[src/rtl/sdpram_burst_reader_pkg.sv]
// Shared types and latency constants for the SDP RAM burst reader.
// Build option: SDPRAM_RD_OUTPUT_REG_EN selects a RAM with an output register (RD_LAT=2).
package sdpram_rd_pkg;

  typedef enum logic [1:0] {
    IDLE  = 2'd0,
    ISSUE = 2'd1,
    DRAIN = 2'd2
  } state_t;

`ifdef SDPRAM_RD_OUTPUT_REG_EN
  localparam int RD_LAT = 2;
`else
  localparam int RD_LAT = 1;
`endif

  // In-flight words plus one pop/push overlap must fit without stalling the issue side.
  localparam int FIFO_DEPTH_MIN = RD_LAT + 2;

endpackage

[src/rtl/sdpram_burst_reader_if.sv]
// Command, RAM read-port and output-stream signals of the burst reader.
interface sdpram_burst_reader_if #(
  parameter int ADDR_WIDTH = 8,
  parameter int DATA_WIDTH = 32
);
  logic                  cmd_valid;
  logic                  cmd_ready;
  logic [ADDR_WIDTH-1:0] cmd_addr;
  logic [ADDR_WIDTH:0]   cmd_len;
  logic [ADDR_WIDTH-1:0] ram_rd_addr;
  logic [DATA_WIDTH-1:0] ram_rd_data;
  logic                  m_valid;
  logic                  m_ready;
  logic [DATA_WIDTH-1:0] m_data;
  logic                  m_last;
  logic                  busy;
  logic                  done;

  modport slave (
    input  cmd_valid, cmd_addr, cmd_len, ram_rd_data, m_ready,
    output cmd_ready, ram_rd_addr, m_valid, m_data, m_last, busy, done
  );

  modport master (
    output cmd_valid, cmd_addr, cmd_len, ram_rd_data, m_ready,
    input  cmd_ready, ram_rd_addr, m_valid, m_data, m_last, busy, done
  );
endinterface

[src/rtl/sdpram_burst_reader_fifo.sv]
// Show-ahead synchronous FIFO that absorbs words returning from the RAM.
module sdpram_rd_fifo #(
  parameter int DW    = 32,
  parameter int DEPTH = 4
) (
  input  logic                     rd_clk,
  input  logic                     rd_rst_n,
  input  logic                     push,
  input  logic [DW-1:0]            push_data,
  input  logic                     pop,
  output logic [DW-1:0]            head,
  output logic [$clog2(DEPTH):0]   count
);
  localparam int AW = $clog2(DEPTH);
  localparam int CW = AW + 1;

  logic [DEPTH-1:0][DW-1:0] mem;
  logic [AW-1:0]            wr_ptr, rd_ptr;

  always_ff @(posedge rd_clk or negedge rd_rst_n) begin
    if (!rd_rst_n) begin
      mem    <= '0;
      wr_ptr <= '0;
      rd_ptr <= '0;
      count  <= '0;
    end else begin
      if (push) begin
        mem[wr_ptr] <= push_data;
        wr_ptr      <= wr_ptr + AW'(1);
      end
      if (pop) rd_ptr <= rd_ptr + AW'(1);
      case ({push, pop})
        2'b10:   count <= count + CW'(1);
        2'b01:   count <= count - CW'(1);
        default: count <= count;
      endcase
    end
  end

  // Empty FIFO presents zero so the stream data is clean outside valid beats.
  assign head = (count != '0) ? mem[rd_ptr] : '0;

endmodule

[src/rtl/sdpram_burst_reader.sv]
// Burst read engine: issues RAM addresses under credit control, tracks RAM latency,
// streams words out with a last flag. Build option: SDPRAM_RD_OUTPUT_REG_EN.
module sdpram_burst_reader
  import sdpram_rd_pkg::*;
#(
  parameter int ADDR_WIDTH = 8,
  parameter int DATA_WIDTH = 32,
  parameter int FIFO_DEPTH = 4
) (
  input  logic                 rd_clk,
  input  logic                 rd_rst_n,
  sdpram_burst_reader_if.slave bus
);
  localparam int CW = $clog2(FIFO_DEPTH) + 1;
  localparam int LW = ADDR_WIDTH + 1;

  if (FIFO_DEPTH < FIFO_DEPTH_MIN || (FIFO_DEPTH & (FIFO_DEPTH - 1)) != 0) begin : g_bad_depth
    $error("FIFO_DEPTH must be a power of two and at least RD_LAT+2");
  end

  state_t                state, state_nxt;
  logic [ADDR_WIDTH-1:0] addr_q;
  logic [LW-1:0]         remaining, len_q, beat_cnt;
  logic [CW-1:0]         outstanding, fifo_cnt;
  logic [RD_LAT:1]       vld_pipe;
  logic [DATA_WIDTH-1:0] fifo_head;
  logic                  done_q, done_nxt;
  logic                  m_valid, m_last, pop, credit, issue, cmd_fire;

  assign m_valid  = (fifo_cnt != '0);
  assign pop      = m_valid && bus.m_ready;
  assign credit   = (outstanding < CW'(FIFO_DEPTH)) || pop;
  assign issue    = (state == ISSUE) && credit;
  assign cmd_fire = bus.cmd_valid && (state == IDLE);
  assign m_last   = m_valid && (beat_cnt == len_q - LW'(1));

  always_comb begin
    state_nxt = state;
    done_nxt  = 1'b0;
    case (state)
      IDLE: if (cmd_fire) begin
        if (bus.cmd_len != '0) state_nxt = ISSUE;
        else                   done_nxt  = 1'b1;
      end
      ISSUE: if (issue && remaining == LW'(1)) state_nxt = DRAIN;
      DRAIN: if (pop && m_last) begin
        state_nxt = IDLE;
        done_nxt  = 1'b1;
      end
      default: state_nxt = IDLE;
    endcase
  end

  always_ff @(posedge rd_clk or negedge rd_rst_n) begin
    if (!rd_rst_n) begin
      state  <= IDLE;
      done_q <= 1'b0;
    end else begin
      state  <= state_nxt;
      done_q <= done_nxt;
    end
  end

  always_ff @(posedge rd_clk or negedge rd_rst_n) begin
    if (!rd_rst_n) begin
      addr_q      <= '0;
      remaining   <= '0;
      len_q       <= '0;
      beat_cnt    <= '0;
      outstanding <= '0;
      vld_pipe    <= '0;
    end else begin
      if (cmd_fire) begin
        addr_q    <= bus.cmd_addr;
        remaining <= bus.cmd_len;
        len_q     <= bus.cmd_len;
      end else if (issue) begin
        addr_q    <= addr_q + ADDR_WIDTH'(1);
        remaining <= remaining - LW'(1);
      end
      if (cmd_fire) beat_cnt <= '0;
      else if (pop) beat_cnt <= beat_cnt + LW'(1);
      case ({issue, pop})
        2'b10:   outstanding <= outstanding + CW'(1);
        2'b01:   outstanding <= outstanding - CW'(1);
        default: outstanding <= outstanding;
      endcase
      // Valid bit rides alongside the RAM's read latency; its tail marks returning data.
      vld_pipe[1] <= issue;
      for (int i = 2; i <= RD_LAT; i++) vld_pipe[i] <= vld_pipe[i-1];
    end
  end

  sdpram_rd_fifo #(.DW(DATA_WIDTH), .DEPTH(FIFO_DEPTH)) u_fifo (
    .rd_clk   (rd_clk),
    .rd_rst_n (rd_rst_n),
    .push     (vld_pipe[RD_LAT]),
    .push_data(bus.ram_rd_data),
    .pop      (pop),
    .head     (fifo_head),
    .count    (fifo_cnt)
  );

  assign bus.cmd_ready   = (state == IDLE);
  assign bus.ram_rd_addr = addr_q;
  assign bus.m_valid     = m_valid;
  assign bus.m_data      = fifo_head;
  assign bus.m_last      = m_last;
  assign bus.busy        = (state != IDLE);
  assign bus.done        = done_q;

endmodule

[src/flat_wrapper.sv]
// flat-port wrapper written by rule: the top's interface ports become plain ports
module sdpram_burst_reader_flat import sdpram_rd_pkg::*;
#(
  parameter int ADDR_WIDTH = 8,
  parameter int DATA_WIDTH = 32,
  parameter int FIFO_DEPTH = 4
)
  (rd_clk, rd_rst_n, bus_cmd_valid, bus_cmd_addr, bus_cmd_len, bus_ram_rd_data, bus_m_ready, bus_cmd_ready, bus_ram_rd_addr, bus_m_valid, bus_m_data, bus_m_last, bus_busy, bus_done);
  sdpram_burst_reader_if #(.ADDR_WIDTH(ADDR_WIDTH), .DATA_WIDTH(DATA_WIDTH)) bus_i ();
  input  logic rd_clk;
  input  logic rd_rst_n;
  input wire logic [$bits(bus_i.cmd_valid)-1:0] bus_cmd_valid;
  input wire logic [$bits(bus_i.cmd_addr)-1:0] bus_cmd_addr;
  input wire logic [$bits(bus_i.cmd_len)-1:0] bus_cmd_len;
  input wire logic [$bits(bus_i.ram_rd_data)-1:0] bus_ram_rd_data;
  input wire logic [$bits(bus_i.m_ready)-1:0] bus_m_ready;
  output wire logic [$bits(bus_i.cmd_ready)-1:0] bus_cmd_ready;
  output wire logic [$bits(bus_i.ram_rd_addr)-1:0] bus_ram_rd_addr;
  output wire logic [$bits(bus_i.m_valid)-1:0] bus_m_valid;
  output wire logic [$bits(bus_i.m_data)-1:0] bus_m_data;
  output wire logic [$bits(bus_i.m_last)-1:0] bus_m_last;
  output wire logic [$bits(bus_i.busy)-1:0] bus_busy;
  output wire logic [$bits(bus_i.done)-1:0] bus_done;
  assign bus_i.cmd_valid = bus_cmd_valid;
  assign bus_i.cmd_addr = bus_cmd_addr;
  assign bus_i.cmd_len = bus_cmd_len;
  assign bus_i.ram_rd_data = bus_ram_rd_data;
  assign bus_i.m_ready = bus_m_ready;
  assign bus_cmd_ready = bus_i.cmd_ready;
  assign bus_ram_rd_addr = bus_i.ram_rd_addr;
  assign bus_m_valid = bus_i.m_valid;
  assign bus_m_data = bus_i.m_data;
  assign bus_m_last = bus_i.m_last;
  assign bus_busy = bus_i.busy;
  assign bus_done = bus_i.done;
  sdpram_burst_reader #(.ADDR_WIDTH(ADDR_WIDTH), .DATA_WIDTH(DATA_WIDTH), .FIFO_DEPTH(FIFO_DEPTH)) u_core (.rd_clk(rd_clk), .rd_rst_n(rd_rst_n), .bus(bus_i));
endmodule
[config.mk]
export PLATFORM = sky130hd
export DESIGN_NAME = sdpram_burst_reader_flat
export DESIGN_NICKNAME = d
export VERILOG_FILES = /design/src/rtl/sdpram_burst_reader_pkg.sv /design/src/rtl/sdpram_burst_reader_if.sv /design/src/rtl/sdpram_burst_reader_fifo.sv /design/src/rtl/sdpram_burst_reader.sv /design/src/flat_wrapper.sv
export SDC_FILE = /design/constraint.sdc
export NUM_CORES = 1
export LEC_CHECK = 0
export BUFFER_PORTS_ARGS = -buffer_cell sky130_fd_sc_hd__buf_2
export CAP_MARGIN = 20
export CORE_MARGIN = 3
export CORE_UTILIZATION = 50
export CTS_CLUSTER_SIZE = 20
export DETAILED_ROUTE_END_ITERATION = 8
export GPL_TIMING_DRIVEN = 0
export PLACE_DENSITY = 0.78
export SLEW_MARGIN = 20
export SYNTH_ARGS = -nofsm -noshare
export SYNTH_HDL_FRONTEND = slang
export SYNTH_SLANG_ARGS = --single-unit
export TNS_END_PERCENT = 10
[constraint.sdc]
create_clock -name rd_clk -period 6.6 [get_ports rd_clk]
set_input_delay 0.99 -clock rd_clk [delete_from_list [all_inputs] [get_ports rd_clk]]
set_output_delay 0.99 -clock rd_clk [all_outputs]
set_load 0.05 [all_outputs]
=== After elaboration in Yosys (flattened, before gate mapping) ===
Index checks and enable logic that the tools add are counted.

* Register bits: 177
* Bits of input ports: 53
* Output and inout port bits: 45
* Logic and storage cells: 81

* $add $sub $neg: 10
* $lt $le $gt $ge: 4
* Equality and inequality tests: 12
* Multiplexer cells: 23
* Reductions and logical operators: 17

{| class="wikitable"
|+ Operators by type and width
! operator !! count
|-
| $bwmux 128 || 1
|-
| $mux 32 || 3
|-
| $bmux 32 s2 || 1
|-
| $demux 32 s2 || 1
|-
| $mux 9 || 4
|-
| $sub 9x1->9 const B || 2
|-
| $mux 8 || 2
|-
| $pmux 3 s2 || 2
|-
| $reduce_bool 2->1 || 5
|-
| $add 9x1->9 const B || 1
|-
| $eq 9x1->1 const B || 1
|-
| $eq 9x9->1 || 1
|-
| $reduce_bool 9->1 || 1
|-
| $add 8x1->8 const B || 1
|-
| $mux 2 || 4
|-
| $logic_and 1x1->1 || 7
|-
| $add 3x1->3 const B || 2
|-
| $eq 2x1->1 const B || 3
|-
| $eq 2x2->1 const B || 3
|-
| $lt 2x3->1 const B || 2
|-
| $ne 2x1->1 const B || 3
|-
| $pmux 2 s3 || 1
|-
| $sub 3x1->3 const B || 2
|-
| $add 2x1->2 const B || 2
|-
| other kinds (9) || 11
|}

=== Longest topological paths before layout ===
Gate-level depths: netlist of run 1.

* Depth after elaboration: 7
* Depth in mapped cells: 10
* Depth with buffers taken out: 8

=== Hierarchy ===
A second synthesis of run 1 with hierarchy kept.

* Cells, all modules: 644
* Area, all modules: 8444.3 sq um

{| class="wikitable"
|+ Modules (own cells, without submodules)
! module !! instances !! cells an instance !! area each (sq um)
|-
| sdpram_rd_fifo || 1 || 379 || 6084.6
|-
| sdpram_burst_reader || 1 || 265 || 2359.8
|}

=== Worst setup path after synthesis of run 1 ===
No wires, ideal clock.

* Path kind: reg-to-output
* Start point: register u_core.len_q[0]
* End point: output bus_m_last
* Arrival: 2.388 ns
* Slack: 3.222 ns
* Cell stages (with the launch flop): 9
* Path buffers: 2
* Cell sequence: dfrtp_1 buf_6 inv_1 ha_1 clkbuf_1 or4b_1 a31o_1 a22o_1 nor2_1

* Longest elaborated chain between the ends: 3

{| class="wikitable"
|+ RTL lines
! what !! RTL line !! RTL
|-
| start, declared || sdpram_burst_reader.sv:23 || <nowiki>logic [LW-1:0] remaining, len_q, beat_cnt;</nowiki>
|-
| start signal, assigned || sdpram_burst_reader.sv:76 || <nowiki>len_q <= bus.cmd_len;</nowiki>
|-
| $sub 9x1->9 || sdpram_burst_reader.sv:35 || <nowiki>assign m_last = m_valid && (beat_cnt == len_q - LW'(1));</nowiki>
|-
| $eq 9x9->1 || sdpram_burst_reader.sv:35 ||
|-
| $logic_and 1x1->1 || sdpram_burst_reader.sv:35 ||
|-
| end, declared || flat_wrapper.sv:21 || <nowiki>output wire logic [$bits(bus_i.m_last)-1:0] bus_m_last;</nowiki>
|}

Every way passes these cells.

=== Final worst setup path of run 1 ===
Ends and elaborated chain as after synthesis.

==> results_dict.tcl, run 1 <==
set metrics [dict create \
    cp_max_fo 10 \
    r2r_end "u_core.outstanding[2]" \
    drive_gt1_share_pct 38.7 \
    timing.slew.headroom_pct 52.1 \
    wl_per_cell_um 17.1 \
    fmax_mhz 268 \
    synth_edf_count 0 \
    yosysTopAreaCell "dfrtp_1" \
    grt_pass1_vias 5685 \
    worst_pin_slew_ns 0.719 \
    yosysSeqAreaShare_pct 51.9 \
    port_buffers 97 \
    synth.cells.most_frequent "dfrtp_1 (177), mux2_2 (128), nand2_1 (50)" \
    preCtsSetupSlack_ns 3.31 \
    grt_pass1_wl_mm 28.5 \
    layout_setup_ws_ns 2.87 \
    synth.distinct_cells 60 \
    crit_type "register to primary output" \
    status "completed" \
    yosys.cell_count.top_type "dfrtp_1" \
    initial_core_util_pct 51.3 \
    cts_resized 0 \
    netlist.area_leader.share_pct 51.9 \
    post_drt_via_cell_ratio 5.53 \
    synth-seq-cells 177 \
    hold_slack_ns 0.478 \
    hold_viol 0 \
    finClkSkew_ns 0.0119 \
    antenna_found_initial 1 \
    area.sequential_mm2 0.00443 \
    io_pins 98 \
    async_reset_ff_share_pct 100 \
    max-clock-path-buffers 2 \
    cts_hold_buffers 0 \
    grt-ovfl-total 0 \
    required_ns 5.61 \
    cts_sinks 177 \
    die_x_um 137 \
    finalCritPeriodShare_pct 56.6 \
    post-cts-setup-buffers 0 \
    syn_inst 658 \
    worst-r2r-setup-slack_ns 3.83 \
    hold_class "register to register" \
    grt_setup_unrepaired "no" \
    worst_hold_startpoint "u_core.outstanding[0]" \
    drtAntennaViolNets 0 \
    nNetsFinal 841 \
    core-area_mm2 0.0166 \
    diodes 0 \
    cts_tree "built" \
    drc_errors 0 \
    cp-end-kind "primary output" \
    start_kind "register" \
    arrival_ns 2.74 \
    drv_cap 0 \
    first_iter_violations 311 \
    tns_ns 0 \
    r2r_start "u_core.u_fifo.count[0]" \
    cts_root_buffer "clkbuf_16" \
    grt_usage_pct 19.6 \
    die_h_um 137 \
    cts.clk_slew.worst_paths_ns 0.06 \
    postSynthAreaPerCell_um2 13.0 \
    cts_made_buffers 17 \
    hpwl_mm 11.6 \
    grt_max_degree 92 \
    dieArea_mm2 0.0187 \
    rows 47 \
    gp_congestion 0.787 \
    synth-main-ff-cell "dfrtp_1" \
    hold_depth 1 \
    synthTopCellsByArea "dfrtp_1 (52%), mux2_2 (17%), mux4_2 (8.4%), and2_1 (2.4%), nand2_1 (2.2%)" \
    min_to "u_core.outstanding[0]" \
    vias 5576 \
    first_pass_iters 4 \
    clock_latency_ns 0.43 \
    finalMaxSlewViolations 0 \
    rr_worst_depth 10 \
    h-tree-depth 4 \
    drt_wl_total_mm 17.3 \
    finalSetupViolations 0 \
    syn_nets 724 \
    yosys_warnings 0 \
    multi_input_area_mm2 0.00388 \
    period_minus_slack_ns 3.73 \
    areaGrowthSynthToFinish_pct 16.3 \
    syn_area_mm2 0.00854 \
    fill_cells 1323 \
]
-- cell usage in the layout, fill, tap and decap left out, types with 5 or more instances in the layout --
master,Yosys,layout
inv_1,19,19
clkbuf_1,19,19
nand3_1,7,7
mux2_2,128,128
clkbuf_16,0,17
xor2_1,16,16
clkinv_4,0,5
nand2_1,50,50
mux4_2,32,32
o21ai_0,19,19
o311ai_0,5,5
dfrtp_1,177,177
nor4_1,6,6
nand4_1,6,6
xnor2_1,9,9
or3_1,5,5
buf_1,12,12
and2_1,33,33
ha_1,11,11
nand2b_1,5,5
nor2_1,25,25
buf_2,6,102
-- worst max path at each step --
stage	start	end	depth (start not counted)	slack (ns)
floorplan	u_core.len_q[0]	bus_m_last	8	3.22
global placement	rd_rst_n	u_core.remaining[4]	1	1.75
detailed placement	u_core.len_q[1]	bus_m_last	8	3.31
CTS	u_core.len_q[1]	bus_m_last	8	2.83
global route	u_core.len_q[1]	bus_m_last	8	2.73
finish	u_core.len_q[0]	bus_m_last	9	2.87
-- kinds of logic after synthesis --
kind of cell	share of synthesized area (%)
AND/OR/NAND/NOR	9.99
buffers and inverters	2.72
AO/OA/AOI/OAI	5.36
XOR/XNOR	2.56
multiplexers	25.4
flip-flops	51.9
adder cells (fa/ha/maj)	2.08
-- sequential cells by signal, summed over array words and instances (netlist names) --
name	flops
u_core.u_fifo.wr_ptr	2
u_core.beat_cnt	9
u_core.bus.done	1
u_core.outstanding	3
u_core.vld_pipe	1
u_core.remaining	9
u_core.state	2
u_core.bus.ram_rd_addr	8
u_core.len_q	9
u_core.u_fifo.count	3
u_core.u_fifo.mem	128
u_core.u_fifo.rd_ptr	2
-- stage by stage --
| stage | util [%] | instance area (µm²) | std cells |
|---|---|---|---|
| 6_report | 59.7 | 9930 | 1008 |
| 2_1_floorplan | - | 8540 | 658 |
| 3_5_place_dp | 56.1 | 9340 | 976 |
| 3_3_place_gp | 55.9 | 9300 | 975 |
| 5_1_grt | 59.7 | 9930 | 1008 |
| 4_1_cts | 59.7 | 9930 | 1008 |
-- critical path, stage by stage (launching register included) --
cell      delay [ns]
dfrtp_1         0.37
buf_6           0.13
inv_1           0.08
ha_1            0.15
clkbuf_1        0.30
or4b_1          0.47
a31o_1          0.21
a22o_1          0.21
nor2_1          0.11
buf_2           0.27
-- per-layer routing --
metal | vias up | global-route usage (%) | share of wire (%)
met5 | - | 0 | 0.075
met4 | 2 | 5.26 | 1.2
met3 | 19 | 5.37 | 5.5
met2 | 142 | 31.4 | 48
met1 | 2812 | 26.6 | 45
li1 | 2601 | - | -
-- area by class of cell --
class,instances,share of cell area (%)
Inverter,20,0.756
Sequential cell,177,44.6
Timing Repair Buffer,98,5.26
Clock inverter,14,1.56
Buffer,38,1.59
Tap cell,220,2.77
Clock buffer,18,4.42
Multi-Input combinational cell,423,39.1
Power of run 1 is left out: the tool's default activity adds up to more than one toggle a clock period on the data nets, which glitch-free logic cannot reach.
==> inputs of run 2 (changes only) <==
--- a/config.mk
+++ b/config.mk
@@ -12,7 +12,7 @@
 export CTS_CLUSTER_SIZE = 20
 export DETAILED_ROUTE_END_ITERATION = 8
 export GPL_TIMING_DRIVEN = 0
-export PLACE_DENSITY = 0.78
+export PLACE_DENSITY = 0.81
 export SLEW_MARGIN = 20
 export SYNTH_ARGS = -nofsm -noshare
 export SYNTH_HDL_FRONTEND = slang
==> constraint.sdc (replaced) <==
create_clock -name rd_clk -period 3.4 [get_ports rd_clk]
set_input_delay 0.51 -clock rd_clk [delete_from_list [all_inputs] [get_ports rd_clk]]
set_output_delay 0.51 -clock rd_clk [all_outputs]
set_load 0.05 [all_outputs]
==> run 2 against run 1 <==
Critical path depth unchanged. Register-to-register slack worse by 3.2 ns. Flip-flop and latch count did not move. Clock skew is 0.0043 ns lower. Critical path type unchanged. Highest routed layer unchanged. Design area increased by 0.29%. First-iteration DRC count grew 20%.
==> results_dict.tcl, run 2 (synthesis gave the netlist of run 1 again) <==
set metrics [dict create \
    drtAntennaViolNets 0 \
    rows 47 \
    finalSetupViolations 0 \
    rr_worst_depth 10 \
    crit_family "simple AND/OR/NAND/NOR gates" \
    cts_hold_buffers 0 \
    place_inst 976 \
    die_x_um 137 \
    die_h_um 137 \
    grt_max_degree 94 \
    worst_pin_slew_ns 0.797 \
    finalCritPeriodShare_pct 94.3 \
    layout.cells.most_common "dfrtp_1" \
    hold_viol 0 \
    drc_errors 0 \
    arrival_ns 2.70 \
    gp_congestion 0.821 \
    drive_gt1_share_pct 38.8 \
    max_stage_delay_ns 0.47 \
    r2r_end "u_core.outstanding[2]" \
    path_buf_inv 3 \
    clock_latency_ns 0.43 \
    hpwl_mm 11.8 \
    period_minus_slack_ns 3.21 \
    max-clock-path-buffers 2 \
    core-area_mm2 0.0166 \
    cts_made_buffers 17 \
    io_pins 98 \
    largest_register_ffs 128 \
    drv_cap 0 \
    crit_type "register to primary output" \
    cp_slowest_cell "dfrtp_1" \
    port_buffers 97 \
    status "completed" \
    h-tree-depth 4 \
    grt_setup_unrepaired "no" \
    worstPathCellList "inv_1 -> ha_1 -> clkbuf_2 -> nor2b_1 -> or3_1 -> a31oi_4 -> o211ai_2 -> nor2_1 -> clkbuf_4" \
    r2r_start "u_core.u_fifo.count[0]" \
    grt-ovfl-total 0 \
    post_drt_via_cell_ratio 5.59 \
    cp-end-kind "primary output" \
    nNetsFinal 841 \
    vias 5632 \
    finalMaxSlewViolations 0 \
    fin_cells 1007 \
    grt_pass1_wl_mm 29.0 \
    grt_usage_pct 20.0 \
    cts_root_buffer "clkbuf_16" \
    first_iter_violations 372 \
    initial_core_util_pct 51.3 \
    fill_cells 1315 \
    first_pass_iters 4 \
    cts_sinks 177 \
    fmax_mhz 312 \
    dieArea_mm2 0.0187 \
    wl_per_cell_um 17.6 \
    grt_pass1_vias 5742 \
    cts.clk_slew.worst_paths_ns 0.07 \
    cp_max_fo 10 \
    finClkSkew_ns 0.00754 \
    final_cell_mix "dfrtp_1 (177), mux2_2 (128), buf_2 (101)" \
    drt_wl_total_mm 17.8 \
    cts_tree "built" \
    hold_class "input port to async pin" \
    antenna_found_initial 1 \
    required_ns 2.89 \
    timing.slew.headroom_pct 46.9 \
    setup.worst_path.start "u_core.len_q[1]" \
    start_kind "register" \
    largest-register "u_core.u_fifo.mem" \
    diodes 0 \
    areaGrowthSynthToFinish_pct 16.6 \
    worst-r2r-setup-slack_ns 0.61 \
]
==> run 2: timing repair <==
action                                  4_1_cts  5_1_grt
buffers inserted                              0        0
endpoints found under the setup margin        0        1
resized for setup                             0        3
==> run 2: through the flow <==
stage	hold WS [ns]	setup WS [ns]	instance area (µm²)	setup TNS, ns	util, %
global route	0.115	0.00937	9960	0	59.9
global placement	0.465	-0.988	9300	-172.33	55.9
floorplan	0.214	0.502	8540	0	-
finish	0.0524	0.194	9960	0	59.9
detailed placement	0.473	0.549	9340	0	56.1
CTS	0.0984	0.0734	9960	0	59.8
==> run 2: per-layer routing <==
layer	global-route usage, %	part of all wire, %
met5	0	0.073
met2	32.2	48
met1	27.4	45
met3	4.74	5.9
met4	5.32	0.97
==> run 2: layout make-up <==
type                            instances  area (µm²)  share of cell area, %
Sequential cell                       177        4430                   44.5
Tap cell                              220         275                   2.76
Timing Repair Buffer                   98         526                   5.27
Multi-Input combinational cell        423        3880                   38.9
Buffer                                 38         159                   1.59
Clock inverter                         11         153                   1.53
Clock buffer                           20         467                   4.68
Inverter                               20        75.1                  0.753
==> run 2: worst reg2reg max path, delay by kind of cell, from the launching register on <==
kind / cells / cell delay (ns)
AND/OR/NAND/NOR: 1 / 0.14
buffers and inverters: 3 / 0.53
XOR/XNOR: 2 / 0.31
flip-flops: 1 / 0.45
adder cells (fa/ha/maj): 2 / 0.60
AO/OA/AOI/OAI: 2 / 0.68
==> run 2: how the worst max path moves through the flow <==
stage                                       to  slack [ns]  cells past startpoint
after floorplan                     bus_m_last        0.50                      8
after global placement    u_core.u_fifo.mem[5]       -0.99                      1
after detailed placement            bus_m_last        0.55                      9
after CTS                           bus_m_last        0.07                      9
after global routing                bus_m_last       0.009                      9
final                               bus_m_last        0.19                      9
Power of run 2 is left out for the same reason.
